### src/rtl/divu_seq_16bit.sv
// Purpose : sequential unsigned restoring divider, one quotient bit per cycle.
// Latency : WIDTH+1 cycles from accepted start to done (1 cycle for divide by zero).
// Backpres: start is ignored while busy; results are held until the next done.
//
// Ports:
//   clk, rst              rising-edge clock, asynchronous active-high reset
//   start                 request, sampled only when busy=0
//   dividend, divisor     operands, sampled with an accepted start
//   busy                  high while an accepted division iterates
//   done                  single-cycle pulse, results valid that cycle
//   quotient, remainder   registered results, held between operations
//   div_by_zero           set with done when the divisor was 0
module divu_seq_16bit #(
  parameter int WIDTH = 16
) (
  input  logic             clk,
  input  logic             rst,
  input  logic             start,
  input  logic [WIDTH-1:0] dividend,
  input  logic [WIDTH-1:0] divisor,
  output logic             busy,
  output logic             done,
  output logic [WIDTH-1:0] quotient,
  output logic [WIDTH-1:0] remainder,
  output logic             div_by_zero
);

  localparam int CW = (WIDTH > 2) ? $clog2(WIDTH) : 1;

  typedef enum logic [1:0] {
    IDLE = 2'd0,
    RUN  = 2'd1,
    DONE = 2'd2
  } state_t;

  state_t           state_q, state_d;
  logic [WIDTH-1:0] divisor_q, divisor_d;
  logic [WIDTH-1:0] q_q, q_d;
  // The partial remainder is always below the divisor between iterations, so
  // its top (WIDTH+1th) bit is always 0 once stored; that bit only exists
  // transiently in the shifted/trial values below.
  logic [WIDTH-1:0] rem_q, rem_d;
  logic [CW-1:0]    cnt_q, cnt_d;
  logic [WIDTH-1:0] quot_q, quot_d;
  logic [WIDTH-1:0] remo_q, remo_d;
  logic             dbz_q, dbz_d;

  logic [WIDTH:0]   shifted;
  logic [WIDTH:0]   trial;
  logic             borrow;

  assign shifted = {rem_q, q_q[WIDTH-1]};
  assign trial   = shifted - {1'b0, divisor_q};
  assign borrow  = trial[WIDTH];

  always_ff @(posedge clk or posedge rst) begin
    if (rst) begin
      state_q   <= IDLE;
      divisor_q <= '0;
      q_q       <= '0;
      rem_q     <= '0;
      cnt_q     <= '0;
      quot_q    <= '0;
      remo_q    <= '0;
      dbz_q     <= 1'b0;
    end else begin
      state_q   <= state_d;
      divisor_q <= divisor_d;
      q_q       <= q_d;
      rem_q     <= rem_d;
      cnt_q     <= cnt_d;
      quot_q    <= quot_d;
      remo_q    <= remo_d;
      dbz_q     <= dbz_d;
    end
  end

  always_comb begin
    state_d   = state_q;
    divisor_d = divisor_q;
    q_d       = q_q;
    rem_d     = rem_q;
    cnt_d     = cnt_q;
    quot_d    = quot_q;
    remo_d    = remo_q;
    dbz_d     = dbz_q;

    case (state_q)
      IDLE, DONE: begin
        if (start) begin
          if (divisor != '0) begin
            divisor_d = divisor;
            q_d       = dividend;
            rem_d     = '0;
            cnt_d     = CW'(WIDTH - 1);
            state_d   = RUN;
          end else begin
            // Divide by zero resolves immediately without iterating.
            quot_d  = '1;
            remo_d  = dividend;
            dbz_d   = 1'b1;
            state_d = DONE;
          end
        end else begin
          state_d = IDLE;
        end
      end

      RUN: begin
        rem_d = borrow ? shifted[WIDTH-1:0] : trial[WIDTH-1:0];
        q_d   = {q_q[WIDTH-2:0], ~borrow};
        cnt_d = cnt_q - CW'(1);
        if (cnt_q == '0) begin
          // Publish the values produced by this final iteration.
          quot_d  = q_d;
          remo_d  = rem_d;
          dbz_d   = 1'b0;
          state_d = DONE;
        end
      end

      default: state_d = IDLE;
    endcase
  end

  assign busy        = (state_q == RUN);
  assign done        = (state_q == DONE);
  assign quotient    = quot_q;
  assign remainder   = remo_q;
  assign div_by_zero = dbz_q;

endmodule

### config.mk
export PLATFORM = sky130hd
export DESIGN_NAME = divu_seq_16bit
export DESIGN_NICKNAME = d
export VERILOG_FILES = /design/src/rtl/divu_seq_16bit.sv
export SDC_FILE = /design/constraint.sdc
export NUM_CORES = 1
export LEC_CHECK = 0
export BUFFER_PORTS_ARGS = -buffer_cell sky130_fd_sc_hd__buf_2
export CORE_MARGIN = 2
export CORE_UTILIZATION = 50
export DETAILED_ROUTE_END_ITERATION = 7
export PLACE_DENSITY_LB_ADDON = 0.08
export SYNTH_ARGS = -nofsm -noshare
export SYNTH_HDL_FRONTEND = slang
export SYNTH_SLANG_ARGS = --single-unit
### constraint.sdc
create_clock -name clk -period 6.69 [get_ports clk]
set_input_delay 0.669 -clock clk [delete_from_list [all_inputs] [get_ports clk]]
set_output_delay 0.669 -clock clk [all_outputs]
set_load 0.005 [all_outputs]
==> results of run 1 <==
through the flow:
| step | total power, W | hold WS, ns | util (%) | instances | instance area [um^2] |
|---|---|---|---|---|---|
| 2_1_floorplan | 0.00242 | 0.446 | - | 481 | 4630 |
| 3_3_place_gp | 0.00287 | 0.467 | 55.5 | 642 | 5060 |
| 3_5_place_dp | 0.00291 | 0.472 | 55.5 | 642 | 5060 |
| 4_1_cts | 0.00331 | 0.498 | 57.8 | 658 | 5260 |
| 5_1_grt | 0.00362 | 0.518 | 57.8 | 658 | 5260 |
| 6_report | 0.00329 | 0.492 | 57.8 | 658 | 5260 |
logic make-up after synthesis:
| family | after synthesis | share of synthesized area, % |
|---|---|---|
| flops | 87 | 47.0 |
| fa+ha+maj | 18 | 5.02 |
| xor+xnor | 9 | 1.70 |
| compound gates | 150 | 21.0 |
| mux | 28 | 6.13 |
| buf+inv | 49 | 4.24 |
| simple gates | 140 | 14.9 |
registers in the layout, indices dropped and copies added (netlist names):
signal,flops
div_by_zero,1
rem_q,16
divisor_q,16
state_q,2
cnt_q,4
quotient,16
remainder,16
q_q,16
power breakdown:
part | leakage, nW | internal [W] | switching, W
registers | 1.05 | 0.000795 | 0.000165
logic | 1.28 | 0.000820 | 0.00113
clock network | 0.0982 | 0.000177 | 0.000208
placed cells by master, fill, tap and decap left out, drive strengths merged, types with 4 or more instances in the layout:
cell type / Yosys / layout
a211oi: 4 / 4
buf: 3 / 74
a31oi: 6 / 6
o211ai: 8 / 8
nor2: 33 / 33
clkbuf: 21 / 9
ha: 17 / 17
nor3: 8 / 8
a21o: 9 / 9
nand2b: 5 / 5
mux2i: 25 / 25
o22a: 15 / 15
o21ai: 55 / 55
nor2b: 7 / 7
o22ai: 6 / 6
or3: 4 / 4
o31ai: 4 / 4
dfrtp: 87 / 87
nand2: 57 / 57
xnor2: 6 / 6
a21oi: 23 / 23
nor4: 5 / 5
nand3: 4 / 4
inv: 25 / 27
cell type report:
class	count	share of cell area, %
Clock buffer	9	2.35
Multi-Input combinational cell	345	43.1
Inverter	25	1.81
Timing Repair Buffer	74	7.28
Tap cell	111	2.64
Sequential cell	87	41.4
Clock inverter	7	1.50
layer usage:
metal	global-route usage, %	share of wire, %
met5	0	0
met4	7.69	1.9
met3	5.64	6.6
met2	33.1	43
met1	34.0	48
how the worst max path moves through the flow:
stage | from | endpoint | slack [ns] | depth (start not counted)
after global placement | divisor_q[0]$_DFFE_PP0P_ | remainder[1]$_DFFE_PP0P_ | 3.38 | 9
after floorplan | rst | cnt_q[0]$_DFFE_PP0P_ | 3.77 | 1
after global routing | divisor_q[0]$_DFFE_PP0P_ | rem_q[1]$_DFFE_PP0P_ | 3.05 | 9
final | divisor_q[0]$_DFFE_PP0P_ | remainder[8]$_DFFE_PP0P_ | 3.32 | 9
after CTS | divisor_q[0]$_DFFE_PP0P_ | remainder[8]$_DFFE_PP0P_ | 3.31 | 9
after detailed placement | divisor_q[0]$_DFFE_PP0P_ | remainder[8]$_DFFE_PP0P_ | 3.33 | 9
==> impl_results.md, run 1 <==
- Run status: completed
- Largest area contributor in the netlist: dfrtp_1
- Ordered list of cells on the worst path: ha_1, fa_1, nor2b_4, o31a_4, o211ai_2, nor4b_4, nor3_4, mux2i_1, o22ai_1
- Count of unresolved DRC violations after routing: 0
- First DRT Iteration DRCs: approximately 210
- Area of the mapped netlist: between 4000 and 5000 um^2
- Area of the multi-input gates: ~2300 um^2
- Terminating pin of the worst hold path: quotient[5]$_DFFE_PP0P_
- Warning count from the yosys run: 0
- Synthesized instance count: approximately 480
- Count of TritonRoute iterations in the first routing pass: 5
- Slew of the pin with the lowest slew margin: between 1 and 1.5 ns
- Final clock skew: approximately 0.014 ns
- CTS clock-pin slew for the worst setup and hold paths: 0.10 ns
- Dominant synthesized flop cell: dfrtp_1
- Async set-reset flop share out of synthesis: 100%
- Clock period minus worst slack: about 3.4 ns
- Layout filler cell count: around 830
- Largest net degree at the start of global routing: between 80 and 90
- Reg-to-reg startpoint: divisor_q[0]$_DFFE_PP0P_
- Ant. Diodes: 0
- Data required time of the worst path: around 6.9 ns
- Initial standard-cell utilization of the core: a little over 50%
- CTS tree: built
- Setup crit end kind: flop
- Final antenna-violating net count: 0
- Initial antenna violation count: 0
- Number of flops mapped to enable cells by yosys: 0
- Destination of the worst register-to-register timing path: remainder[8]$_DFFE_PP0P_
- Total area of sequential cells: 2180 um^2
- Number of buffers inserted for hold repair after clock tree synthesis: 0
- Seq cells post-synth: 87
- Layout overhead on the synthesized area: 13.6%
- RSZ-0062 raised after global routing: false
- Ranking of synthesized cells by instance count: dfrtp_1, nand2_1, o21ai_0
- Max Transition Viols Final: 0
- Row Count: 35
- Count of vias placed by the detailed router: about 3800
- Number of different library cells in the post-synthesis netlist: 57
- RePlAce Congestion: between 0.8 and 0.9
- Synthesized netlist net count: between 500 and 600
- Max cap viols: 0
- Crit Path Category: reg2reg
- Nature of the critical path startpoint: flop
- Cells taking the most area after synthesis: dfrtp_1, mux2i_1, o21ai_0
- Fraction of layout instances using a drive strength above 1: 19.0%
- Worst setup timing slack at the placement stage: 3.33 ns
- Path class of the lowest-slack min-delay path: reg2reg
- Mean instance size in the synthesized netlist: approximately 9.6 um^2
- Full die area: 10100 um^2
- Arrival time of data at the critical path endpoint: between 3 and 4 ns
- TritonCTS buffer count: 9
- Global route total overflow: 0
- Depth of the worst register-to-register path: 9
- Post-CTS Setup Inserts: 0
- Setup TNS Final: 0 ns
- Post-route fraction of the period consumed by the critical path: between 50% and 60%
- Overall fraction of global-route tracks in use: between 20 and 25%
- Average routed wire per standard cell: roughly 17 um
- Maximum resistive drop on vdd: between 0.2 and 0.3 mV
- Number of endpoints failing setup at the final stage: 0
- Register area share after synthesis: between 40% and 50%
- Total number of clock tree sinks: between 80 and 90
- Number of cells traversed by the worst hold path: 1
- Width of the die: 100 um
- Setup slack, reg-to-reg: between 3 and 4 ns
- Cell at the root of the clock tree: clkbuf_8
- Number of global-route vias before repair: 3657
- Ports placed on the boundary: 70
- Max clock buf depth: 2
- Post-route setup slack: ~3.3 ns
- Die H: approximately 100 um
- Max stage delay on crit path: between 0.9 and 1 ns
- Synth top area share: a little under half
- Max transition margin: 19.8%
- Maximum clock frequency: between 200 and 300 MHz
- Static leakage power: 2.43 nW
- Nets: 595
- Half-perimeter wire length after placement: approximately 7600 um
- Insertion delay to the later sink of the worst-skew pair: roughly 0.36 ns
- Cell area power density: 626 nW/um^2
- First-pass GRT wire length: 18200 um
- Total Routed Length: between 10000 and 15000 um
- Number of levels in the clock H-tree: 3
- Placeable core region: 9110 um^2
- Maximum fanout along the worst path: 27
- Slowest cell on crit path: nor3_4
- Endpoints failing hold: 0
- Buffers plus inverters on the worst setup path: 0
- Family of cells with the greatest summed delay on the critical path: simple AND/OR/NAND/NOR gates
- Port Buffer Count: 69
- Most used standard cell by instance count after synthesis: dfrtp_1
- Number of gates resized after CTS: 0
- Drt via density: 5.70
- Hold Path Origin: quotient[5]$_DFFE_PP0P_
Power figures use the tool's default switching activity.
==> inputs of run 2 (changes only) <==
Clock period 6.69 ns to 2.95 ns, I/O delays scaled along.
==> impl_results.md, run 2 (same netlist as run 1, synthesis figures left out) <==
- Reg-to-reg startpoint: q_q[15]$_DFFE_PP0P_ (was divisor_q[0]$_DFFE_PP0P_)
- Overall fraction of global-route tracks in use: 23.8% (was 23.0%)
- Run status: completed (unchanged)
- Crit path depth: 11 (was 9)
- Full die area: 10100 um^2 (unchanged)
- First-pass GRT wire length: 18800 um (was 18200 um)
- Count of vias placed by the detailed router: 3815 (was 3752)
- Final antenna-violating net count: 0 (unchanged)
- Crit Path Category: reg2reg (unchanged)
- RePlAce Congestion: 0.869 (was 0.832)
- Number of buffers inserted for hold repair after clock tree synthesis: 0 (unchanged)
- Ant. Diodes: 0 (unchanged)
- Number of gates resized after CTS: 0 (unchanged)
- Width of the die: 100 um (unchanged)
- Clock period minus worst slack: 2.70 ns (was 3.37 ns)
- CTS tree: built (unchanged)
- Maximum resistive drop on vdd: 0.624 mV (was 0.257 mV)
- Startpoint of the worst setup timing path: q_q[15]$_DFFE_PP0P_ (was divisor_q[0]$_DFFE_PP0P_)
- Setup crit end kind: flop (unchanged)
- Largest net degree at the start of global routing: 50 (was 88)
- Number of global-route vias before repair: 3780 (was 3657)
- Most used cells in the layout excluding fill and tap cells: dfrtp_1, buf_2, nand2_1 (unchanged)
- Half-perimeter wire length after placement: 8010 um (was 7600 um)
- Max clock buf depth: 2 (unchanged)
- Port Buffer Count: 69 (unchanged)
- Layout filler cell count: 821 (was 833)
- Total Routed Length: 11200 um (was 10900 um)
- First DRT Iteration DRCs: 176 (was 213)
- Placeable core region: 9110 um^2 (unchanged)
- Post-CTS Setup Inserts: 0 (unchanged)
- RSZ-0062 raised after global routing: false (unchanged)
- Number of endpoints failing setup at the final stage: 0 (unchanged)
- Path class of the lowest-slack min-delay path: in2async (was reg2reg)
- Nature of the critical path startpoint: flop (unchanged)
- Initial antenna violation count: 0 (unchanged)
- Global route total overflow: 0 (unchanged)
- Ports placed on the boundary: 70 (unchanged)
- Depth of the worst register-to-register path: 11 (was 9)
- Setup slack, reg-to-reg: 0.25 ns (was 3.32 ns)
- Maximum fanout along the worst path: 27 (unchanged)
- Maximum clock frequency: 370 MHz (was 297 MHz)
- Post-route fraction of the period consumed by the critical path: 91.7% (was 50.3%)
- Ordered list of cells on the worst path: inv_1, ha_1, fa_1, nor2b_4, o31a_4, o211ai_2, o211ai_1, nor3_4, buf_12, or3_1, o31ai_2 (was ha_1, fa_1, nor2b_4, o31a_4, o211ai_2, nor4b_4, nor3_4, mux2i_1, o22ai_1)
- Critical Path Sink: remainder[15]$_DFFE_PP0P_ (was remainder[8]$_DFFE_PP0P_)
- Slew of the pin with the lowest slew margin: 0.794 ns (was 1.20 ns)
- Worst setup timing slack at the placement stage: 0.228 ns (was 3.33 ns)
- Static leakage power: 2.46 nW (was 2.43 nW)
- Slowest cell on crit path: fa_1 (was nor3_4)
- TritonCTS buffer count: 9 (unchanged)
- Layout overhead on the synthesized area: 14.9% (was 13.6%)
- Cell area power density: 1420 nW/um^2 (was 626 nW/um^2)
- Count of TritonRoute iterations in the first routing pass: 4 (was 5)
- Average routed wire per standard cell: 16.9 um (was 16.5 um)
- Max transition margin: 47.0% (was 19.8%)
- Max Transition Viols Final: 0 (unchanged)
- Destination of the worst register-to-register timing path: remainder[15]$_DFFE_PP0P_ (was remainder[8]$_DFFE_PP0P_)
- Post-route setup slack: 0.246 ns (was 3.32 ns)
- Fraction of layout instances using a drive strength above 1: 19.4% (was 19.0%)
- Buffers plus inverters on the worst setup path: 2 (was 0)
- Final clock skew: 0.0148 ns (was 0.0141 ns)
- Data required time of the worst path: 3.22 ns (was 6.89 ns)
- Drt via density: 5.75 (was 5.70)
- Insertion delay to the later sink of the worst-skew pair: 0.36 ns (about the same)
- Nets: 600 (was 595)
- Total number of clock tree sinks: 87 (unchanged)
- Setup TNS Final: 0 ns (unchanged)
- Worst-case hold slack: 0.0497 ns (was 0.492 ns)
- Die H: 100 um (unchanged)
- CTS clock-pin slew for the worst setup and hold paths: 0.10 ns (about the same)
- Count of unresolved DRC violations after routing: 0 (unchanged)
- Most frequent standard cell in the layout excluding fill and tap cells: dfrtp_1 (unchanged)
- Endpoints failing hold: 0 (unchanged)
- Cell at the root of the clock tree: clkbuf_8 (unchanged)
- Initial standard-cell utilization of the core: 50.9% (unchanged)
- Max stage delay on crit path: 0.42 ns (was 0.99 ns)
- Family of cells with the greatest summed delay on the critical path: compound AO/OA/AOI/OAI gates (was simple AND/OR/NAND/NOR gates)
- Row Count: 35 (unchanged)
- Max cap viols: 0 (unchanged)
- Number of levels in the clock H-tree: 3 (unchanged)
- Arrival time of data at the critical path endpoint: 2.98 ns (was 3.57 ns)
[run 2: changes by cell type in the layout (fill, tap and decap cells not counted), sizes merged]
| cell | change |
|---|---|
| clkinvlp | -1 |
| buf | +5 |
| inv | -3 |
| clkinv | +1 |
| clkbuf | +3 |
[run 2: layout make-up]
class	count	area, um^2	share of cell area (%)
Clock buffer	12	145	2.73
Clock inverter	4	55.1	1.03
Sequential cell	87	2180	40.9
Timing Repair Buffer	79	445	8.37
Multi-Input combinational cell	345	2270	42.6
Inverter	25	95.1	1.79
Tap cell	111	139	2.61
[run 2: per-stage QoR]
stage               utilization, %  power, W  instance area (um^2)  instances
floorplan                        -   0.00548                  4630        481
global placement              56.2   0.00659                  5120        647
detailed placement            56.2   0.00669                  5120        647
CTS                           58.4   0.00757                  5320        663
global route                  58.4   0.00827                  5320        663
finish                        58.4   0.00757                  5320        663
[run 2: power by group]
group	leakage, nW	total (W)	internal [W]	switching (W)
Sequential	1.05	0.00218	0.00180	0.000376
Combinational	1.32	0.00453	0.00195	0.00258
Clock	0.0968	0.000861	0.000419	0.000442
[run 2: metal layers]
metal	up-vias	part of all wire [%]	track usage, %
met3	12	6.1	4.94
met4	0	1.5	8.01
met5	-	0	0
met2	110	44	34.6
li1	1852	-	-
met1	1841	48	35.4
[run 2: worst min path at each step]
stage / to / slack (ns) / from
after CTS: remainder[15]$_DFFE_PP0P_ / 0.07 / rst
after global routing: quotient[14]$_DFFE_PP0P_ / 0.12 / rst
after global placement: q_q[12]$_DFFE_PP0P_ / 0.46 / rst
after detailed placement: q_q[12]$_DFFE_PP0P_ / 0.46 / rst
after floorplan: divisor_q[10]$_DFFE_PP0P_ / 0.41 / divisor[10]
final: q_q[12]$_DFFE_PP0P_ / 0.05 / rst
==> inputs of run 3 (changes only) <==
Settings changed: BUFFER_PORTS_ARGS -buffer_cell sky130_fd_sc_hd__buf_2 to default, DONT_BUFFER_PORTS from default to 1.
==> impl_results.md, run 3 (same netlist as run 1, synthesis figures left out) <==
- Run status: completed (unchanged)
- Maximum fanout along the worst path: 27 (unchanged)
- Final design utilization: 55.2% (was 58.4%)
- Number of global-route vias before repair: 3422 (was 3780)
- Final clock skew: 0.0108 ns (was 0.0148 ns)
- Depth of the worst register-to-register path: 11 (unchanged)
- Max clock buf depth: 2 (unchanged)
- Max stage delay on crit path: 0.42 ns (about the same)
- First DRT Iteration DRCs: 173 (was 176)
- Nature of the critical path startpoint: flop (unchanged)
- Cell area power density: 1500 nW/um^2 (was 1420 nW/um^2)
- Endpoints failing hold: 0 (unchanged)
- Sw Ratio: 44.6% (was 44.9%)
- Setup slack, reg-to-reg: 0.25 ns (about the same)
- Fraction of met1 tracks used by global routing: 34.0% (was 35.4%)
- Internal power of the cells: 0.00416 W (was 0.00417 W)
- Arrival time of data at the critical path endpoint: 2.98 ns (about the same)
- Startpoint of the worst setup timing path: q_q[15]$_DFFE_PP0P_ (unchanged)
- Average routed wire per standard cell: 18.1 um (was 16.9 um)
- RSZ-0062 raised after global routing: false (unchanged)
- Count of unresolved DRC violations after routing: 0 (unchanged)
- Number of levels in the clock H-tree: 3 (unchanged)
- CTS tree: built (unchanged)
- Final cell count without fillers: 594 (was 663)
- Fraction of layout instances using a drive strength above 1: 8.07% (was 19.4%)
- Width of the die: 100 um (unchanged)
- Path class of the lowest-slack min-delay path: in2reg (was in2async)
- Maximum resistive drop on vdd: 0.588 mV (was 0.624 mV)
- Insertion delay to the later sink of the worst-skew pair: 0.36 ns (about the same)
- Psw: 0.00335 W (was 0.00340 W)
- Placeable core region: 9110 um^2 (unchanged)
- Largest net degree at the start of global routing: 50 (unchanged)
- Die H: 100 um (unchanged)
- Total area of sequential cells: 2180 um^2 (unchanged)
- Row Count: 35 (unchanged)
- Maximum clock frequency: 370 MHz (about the same)
- Max Transition Viols Final: 0 (unchanged)
- Destination of the worst register-to-register timing path: remainder[15]$_DFFE_PP0P_ (unchanged)
- # placed instances: 578 (was 647)
- Number of endpoints failing setup at the final stage: 0 (unchanged)
- Reg-to-reg startpoint: q_q[15]$_DFFE_PP0P_ (unchanged)
- Nets: 532 (was 600)
- Clock period minus worst slack: 2.70 ns (about the same)
- Port Buffer Count: 0 (was 69)
- Fraction of power consumed by sequential logic: 30.0% (was 28.8%)
- Full die area: 10100 um^2 (unchanged)
- Clock power frac: 13.6% (was 11.4%)
- Hold Path Origin: divisor[11]
- Global route total overflow: 0 (unchanged)
- Post-route fraction of the period consumed by the critical path: 91.6% (was 91.7%)
- Max transition margin: 49.2% (was 47.0%)
- Static leakage power: 2.21 nW (was 2.46 nW)
- First-pass GRT wire length: 17800 um (was 18800 um)
- Most frequent standard cell in the layout excluding fill and tap cells: dfrtp_1 (unchanged)
- Ordered list of cells on the worst path: inv_1, ha_1, fa_1, nor2b_4, o31a_4, o211ai_2, o211ai_1, nor3_4, buf_12, or3_1, o31ai_2 (unchanged)
- Routing usage on met3: 5.92% (was 4.94%)
- Layout filler cell count: 845 (was 821)
- Drt via density: 5.87 (was 5.75)
- Half-perimeter wire length after placement: 7680 um (was 8010 um)
- Crit Path Category: reg2reg (unchanged)
- Cell at the root of the clock tree: clkbuf_8 (unchanged)
- Total number of clock tree sinks: 87 (unchanged)
- Share of total power in combinational logic: 56.4% (was 59.8%)
- Ports placed on the boundary: 70 (unchanged)
- RePlAce Congestion: 0.879 (was 0.869)
- Count of TritonRoute iterations in the first routing pass: 4 (unchanged)
- Setup TNS Final: 0 ns (unchanged)
- Total Routed Length: 10800 um (was 11200 um)
- Ant. Diodes: 0 (unchanged)
- Max cap viols: 0 (unchanged)
- Area of the multi-input gates: 2270 um^2 (unchanged)
- Setup crit end kind: flop (unchanged)
- Initial standard-cell utilization of the core: 50.9% (unchanged)
- TritonCTS buffer count: 9 (unchanged)
- Worst-case hold slack: 0.0522 ns (was 0.0497 ns)
- Global-route layer with the greatest usage: met1 (unchanged)
- Most used cells in the layout excluding fill and tap cells: dfrtp_1, nand2_1, o21ai_0 (was dfrtp_1, buf_2, nand2_1)
- Overall fraction of global-route tracks in use: 22.8% (was 23.8%)
- Met2 usage: 32.3% (was 34.6%)
- Slew of the pin with the lowest slew margin: 0.761 ns (was 0.794 ns)
- Final antenna-violating net count: 0 (unchanged)
- Slowest cell on crit path: fa_1 (unchanged)
- Count of vias placed by the detailed router: 3486 (was 3815)
- CTS clock-pin slew for the worst setup and hold paths: 0.09 ns (was 0.10 ns)
- Layout overhead on the synthesized area: 8.56% (was 14.9%)
- Initial antenna violation count: 0 (unchanged)
- Critical Path Sink: remainder[15]$_DFFE_PP0P_ (unchanged)
- Data required time of the worst path: 3.23 ns (was 3.22 ns)
-- run 3: worst min path at each step --
stage / cells past startpoint / endpoint / slack, ns
finish: 2 / divisor_q[11]$_DFFE_PP0P_ / 0.05
global route: 2 / divisor_q[12]$_DFFE_PP0P_ / 0.04
CTS: 2 / divisor_q[7]$_DFFE_PP0P_ / 0.04
detailed placement: 1 / q_q[12]$_DFFE_PP0P_ / 0.33
global placement: 1 / q_q[12]$_DFFE_PP0P_ / 0.33
floorplan: 2 / divisor_q[10]$_DFFE_PP0P_ / 0.41
-- run 3: critical path, delay by kind of cell (launching register included) --
family	cells	cell delay [ns]
AO/OA/AOI/OAI	4	0.77
adder cells (fa/ha/maj)	2	0.62
AND/OR/NAND/NOR	3	0.62
flip-flops	1	0.36
buffers and inverters	2	0.25
-- run 3: timing repair --
item	in CTS	in global routing
endpoints found under the setup margin	0	0
resized for setup	0	0
buffers inserted	0	0
hold buffers	1	0
hold endpoints to repair	42	0
-- run 3: cell type report --
cell class / count / area share, %
multi-input cells: 345 / 45.1
flip-flops and latches: 87 / 43.3
well taps: 111 / 2.76
clock buffers: 9 / 2.46
clock inverters: 6 / 2.34
repair buffers: 11 / 2.19
inverters: 25 / 1.89
-- run 3: power by group through the flow --
stage	combinational (W)	sequential [W]	clock (W)
floorplan	0.00336	0.00213	0
global placement	0.00413	0.00228	0
detailed placement	0.00421	0.00227	0
CTS	0.00424	0.00226	0.00105
global route	0.00478	0.00232	0.00109
finish	0.00424	0.00226	0.00102
-- run 3: through the flow --
step	total power [W]	worst slack, ns	cell area [um^2]
after CTS	0.00754	0.222	5030
after global placement	0.00640	0.344	4780
after global routing	0.00819	0.0664	5030
after floorplan	0.00548	0.405	4630
after detailed placement	0.00648	0.244	4780
final	0.00752	0.249	5030
-- run 3: metal layers --
layer / part of all wire [%] / up-vias
met5: 0 / -
met4: 1.7 / 0
met3: 6.1 / 12
met2: 43 / 84
met1: 49 / 1670
li1: - / 1720
